`src/rtl/irq_pkg.sv`:
```
// irq_pkg: shared constants, FSM state type and priority function for the interrupt arbiter
package irq_pkg;
    localparam int N_SRC = 8;
    localparam int IDX_W = 3;

    typedef enum logic {IDLE, PRESENT} state_t;

    // Highest set index wins; all-zero input yields 0, which callers never register
    function automatic logic [IDX_W-1:0] prio_idx(input logic [N_SRC-1:0] vec);
        prio_idx = '0;
        for (int i = 0; i < N_SRC; i++)
            if (vec[i]) prio_idx = IDX_W'(i);
    endfunction
endpackage

```
`src/rtl/irq_sync_edge.sv`:
```
// irq_sync_edge: multi-flop synchroniser for one async request line plus rising-edge detector
module irq_sync_edge #(
    parameter int SYNC_STAGES = 2
) (
    input  logic clk,
    input  logic rst_n,
    input  logic d,
    output logic rise
);
    logic [SYNC_STAGES-1:0] sync_q;
    logic                   sync_prev;

    always_ff @(posedge clk or negedge rst_n)
        if (!rst_n) begin
            sync_q    <= '0;
            sync_prev <= 1'b0;
        end else begin
            sync_q    <= {sync_q[SYNC_STAGES-2:0], d};
            sync_prev <= sync_q[SYNC_STAGES-1];
        end

    assign rise = sync_q[SYNC_STAGES-1] & ~sync_prev;
endmodule

```
`src/rtl/irq_pending_arbiter.sv`:
```
// irq_pending_arbiter: sticky pending capture of synchronised irq edges, masked priority
// selection and a registered valid/ack handshake towards the encoder stage
module irq_pending_arbiter
    import irq_pkg::*;
#(
    parameter int SYNC_STAGES = 2
) (
    input  logic             clk,
    input  logic             rst_n,
    input  logic [N_SRC-1:0] irq_in,
    input  logic [N_SRC-1:0] irq_mask,
    input  logic             irq_ack,
    output logic             irq_valid,
    output logic [IDX_W-1:0] irq_id,
    output logic [N_SRC-1:0] pending
);
    logic [N_SRC-1:0] rise, clr, eligible;
    state_t           state, state_nx;

    genvar i;
    for (i = 0; i < N_SRC; i++) begin : g_src
        irq_sync_edge #(.SYNC_STAGES(SYNC_STAGES)) u_sync (
            .clk  (clk),
            .rst_n(rst_n),
            .d    (irq_in[i]),
            .rise (rise[i])
        );
    end

    assign eligible = pending & irq_mask;
    assign clr      = (state == PRESENT && irq_ack) ? N_SRC'(1) << irq_id : '0;

    always_ff @(posedge clk or negedge rst_n)
        if (!rst_n) state <= IDLE;
        else        state <= state_nx;

    always_comb
        state_nx = (state == IDLE) ? ((|eligible) ? PRESENT : IDLE)
                                   : (irq_ack ? IDLE : PRESENT);

    always_comb irq_valid = (state == PRESENT);

    // Set wins over clear so a fresh edge on the acked source is not lost
    always_ff @(posedge clk or negedge rst_n)
        if (!rst_n) begin
            pending <= '0;
            irq_id  <= '0;
        end else begin
            pending <= (pending & ~clr) | rise;
            if (state == IDLE && |eligible) irq_id <= prio_idx(eligible);
        end
endmodule

```
`config.mk`:
```
export PLATFORM = sky130hd
export DESIGN_NAME = irq_pending_arbiter
export DESIGN_NICKNAME = d
export VERILOG_FILES = /design/src/rtl/irq_pkg.sv /design/src/rtl/irq_sync_edge.sv /design/src/rtl/irq_pending_arbiter.sv
export SDC_FILE = /design/constraint.sdc
export NUM_CORES = 1
export LEC_CHECK = 0
export ABC_AREA = 0
export CAP_MARGIN = 20
export CORE_MARGIN = 2
export CORE_UTILIZATION = 42
export CTS_CLUSTER_DIAMETER = 50
export CTS_CLUSTER_SIZE = 20
export DETAILED_ROUTE_END_ITERATION = 10
export PLACE_DENSITY = 0.73
export SYNTH_ARGS = -nofsm -noshare
export SYNTH_HDL_FRONTEND = slang
export SYNTH_SLANG_ARGS = --single-unit
```
`constraint.sdc`:
```
create_clock -name clk -period 1.2 [get_ports clk]
set_clock_uncertainty 0.1 [all_clocks]
set_input_delay 0.18 -clock clk [delete_from_list [all_inputs] [get_ports clk]]
set_output_delay 0.18 -clock clk [all_outputs]
set_load 0.1 [all_outputs]
```
==> flow_summary.toml <==
[clocking]
cts_tree = "yes"
cts_sinks = 36
clockBufferDepth = 2
clk_latency_ns = 0.34
cts_buffers = 5
path_clk_slew_ns = 0.12
htree_levels = 2
root_buffer = "clkbuf_4"

[cells_and_area]
syn_to_final_growth_pct = 79.2
nets = 171
stdcell_count = 184
fin_util_pct = 79.7
antenna_cells = 0
drive_gt1_share_pct = 49.7
fillers = 142

[power_and_ir_drop]
finalPower_mw = 4.20
leakagePower_nw = 0.957
peakVddDrop_v = 0.00188
power_density_mw_per_mm2 = 1910

[timing]
setup_viol = 22
period_share_pct = 119
worstMarginPinSlew_ns = 0.278
final_max_slew_viol_count = 0
finalHoldViolCount = 0
whs_ns = 0.107
rsz0062_at_grt = "true"
finalCriticalPeriod_ns = 1.43
relSlewSlack_pct = 81.4
clock.fmax_mhz = 698
setup_slack_ns = -0.233

[critical_path]
regToRegSetupSlack_ns = -0.23
cp.arrival_ns = 1.55
crit_type = "flop to flop"
cp-startpoint = "pending[7]$_DFF_PN0_"
worstReg2RegStart = "pending[7]$_DFF_PN0_"
crit_family = "flip-flops"
path_depth = 5
endpoint_kind = "flop"
r2r-end = "irq_valid$_DFF_PN0_"
cp.buffers_inverters = 1
slowest_stage = "dfrtp_4"
worstPathCellList = "a22oi_4, buf_6, nand4_1, nor2_1, a21oi_1"
cp_max_fo = 3
max_stage_delay_ns = 0.52
start_kind = "flop"
r2r_cells = 5
crit_end = "irq_valid$_DFF_PN0_"
required_ns = 1.32

[detailed_routing]
drc = 0
wl_per_cell_um = 17.5
detail_route.first_pass.iterations = 4
ant_nets = 0
vias_per_cell = 5.18
vias = 954
drt_iter0_markers = 34
routed_wl_mm = 3.23

[floorplanning]
core_mm2 = 0.00276
dieHeight_um = 58.0
pin_count = 31
rows = 19
die_x_um = 58.0
initial_utilization_pct = 44.5
dieArea_mm2 = 0.00337

[yosys]
synth_top_family_by_area = "compound AO/OA/AOI/OAI gates"
ys_types = 17
synth-xor-area-share_pct = 0
yosysWarnings = 0
synthAdderAreaFrac_pct = 0
syn_area_per_cell_um2 = 14.3
synth.top_cell.area_share_pct = 73.5
muxShareOfSynthArea_pct = 0
synth_area_mm2 = 0.00123
yosysSeqAreaShare_pct = 73.5
netlist_top_cells_area = "dfrtp_1 (73%), o21ai_0 (5.7%), a22oi_4 (3.5%)"
synth-compound-area-share_pct = 18.2
synth_cells = 86
synth-simple-area-share_pct = 5.92
syn_nets = 105
ys_ff_latch = 36
yosys.area.top_type = "dfrtp_1"

[place]
dp_slack_ns = -0.363
place_inst = 159
port_buffers = 30
dp_hpwl_mm = 1.89
gp_routability_congestion = 0.817

[grt]
grt.overflow.total = 0
grtUsageTotal_pct = 21.4
grt_first_pass_wirelength_mm = 5.15
grt_antenna_before_repair = 0
grt_max_degree = 37
grt_pass1_vias = 1033

[status]
status = "complete, but fails checks"
violations = "negative setup slack"

[job]
maxCapViolations = 0

[worst_hold_path]
hold_path.class = "input port to async pin"
==> registers in the layout, summed over array words and instances (netlist names) <==
signal	count
g_src.u_sync.sync_q	16
g_src.u_sync.sync_prev	8
pending	8
irq_id	3
irq_valid	1
==> power breakdown <==
group	total, mW	leakage [nW]	switching [mW]	internal, mW
Sequential	1.45	0.394	0.0985	1.36
Clock	1.25	0.0654	0.395	0.858
Combinational	1.49	0.498	0.845	0.646
==> metrics by stage <==
| stage | setup TNS (ns) | instance area (um2) |
|---|---|---|
| after global routing | -4.64 | 2200 |
| after detailed placement | -2.66 | 1840 |
| after floorplan | -1.51 | 1280 |
| final | -3.56 | 2200 |
| after CTS | -3.51 | 2150 |
| after global placement | -2.27 | 1840 |
==> layout make-up <==
cell class	count	area [um2]	share of cell area, %
Sequential cell	36	946	43.1
Clock inverter	3	90.1	4.10
Timing Repair Buffer	59	699	31.8
Multi-Input combinational cell	42	355	16.2
Inverter	8	30.0	1.37
Tap cell	31	38.8	1.77
Clock buffer	5	37.5	1.71
==> per-layer routing <==
metal	wire (um)	track usage [%]	part of all wire, %	vias up
met5	0	0	0	-
met2	1720	37.3	53	37
met4	94	11.0	2.9	0
li1	-	-	-	433
met3	164	4.69	5.1	11
met1	1250	24.5	39	473
==> cells by family (layout without fill, tap and decap cells) <==
group / count (synthesis) / in the layout
AOI/OAI and AO/OA: 27 / 27
buffers and inverters: 8 / 75
DFF: 36 / 36
and+or+nand+nor: 15 / 15
==> synthesized netlist by cell type <==
| master | n |
|---|---|
| a22oi_2 | 2 |
| a41oi_4 | 1 |
| a32oi_1 | 1 |
| dfrtp_1 | 36 |
| a21oi_1 | 1 |
| nand3_1 | 2 |
| nand3b_1 | 1 |
| a22oi_4 | 2 |
| inv_1 | 8 |
| nand2b_1 | 3 |
| a32o_1 | 1 |
| a31oi_1 | 3 |
| o31ai_1 | 2 |
| o21ai_0 | 14 |
| nor2_1 | 4 |
| nand4_1 | 1 |
| nand2_1 | 4 |
==> cells in the final DEF (no fill, tap or decap), types with 5 or more instances in the layout <==
master | Yosys | routed
inv_1 | 8 | 8
dfrtp_1 | 36 | 24
clkbuf_4 | 0 | 5
buf_12 | 0 | 13
o21ai_1 | 0 | 10
dfrtp_4 | 0 | 12
buf_6 | 0 | 13
clkdlybuf4s50_1 | 0 | 18
buf_4 | 0 | 15
==> how the worst min path moves through the flow <==
stage | start | end | slack [ns] | cells after the start
CTS | rst_n | irq_id[1]$_DFFE_PN0P_ | 0.1 | 2
floorplan | rst_n | g_src[0].u_sync.sync_prev$_DFF_PN0_ | -0.22 | 0
global placement | g_src[3].u_sync.sync_q[0]$_DFF_PN0_ | g_src[3].u_sync.sync_q[1]$_DFF_PN0_ | 0.23 | 0
finish | rst_n | irq_id[1]$_DFFE_PN0P_ | 0.11 | 2
global route | rst_n | pending[6]$_DFF_PN0_ | 0.12 | 2
detailed placement | g_src[2].u_sync.sync_q[0]$_DFF_PN0_ | g_src[2].u_sync.sync_q[1]$_DFF_PN0_ | 0.24 | 0
==> what timing repair did <==
action	CTS	global route
setup buffers	13	4
gates resized for setup	27	7
pin swaps	6	6
hold buffers	0	0
endpoints found under the setup margin	23	24
Note: power is estimated with default switching activity, not from simulation.
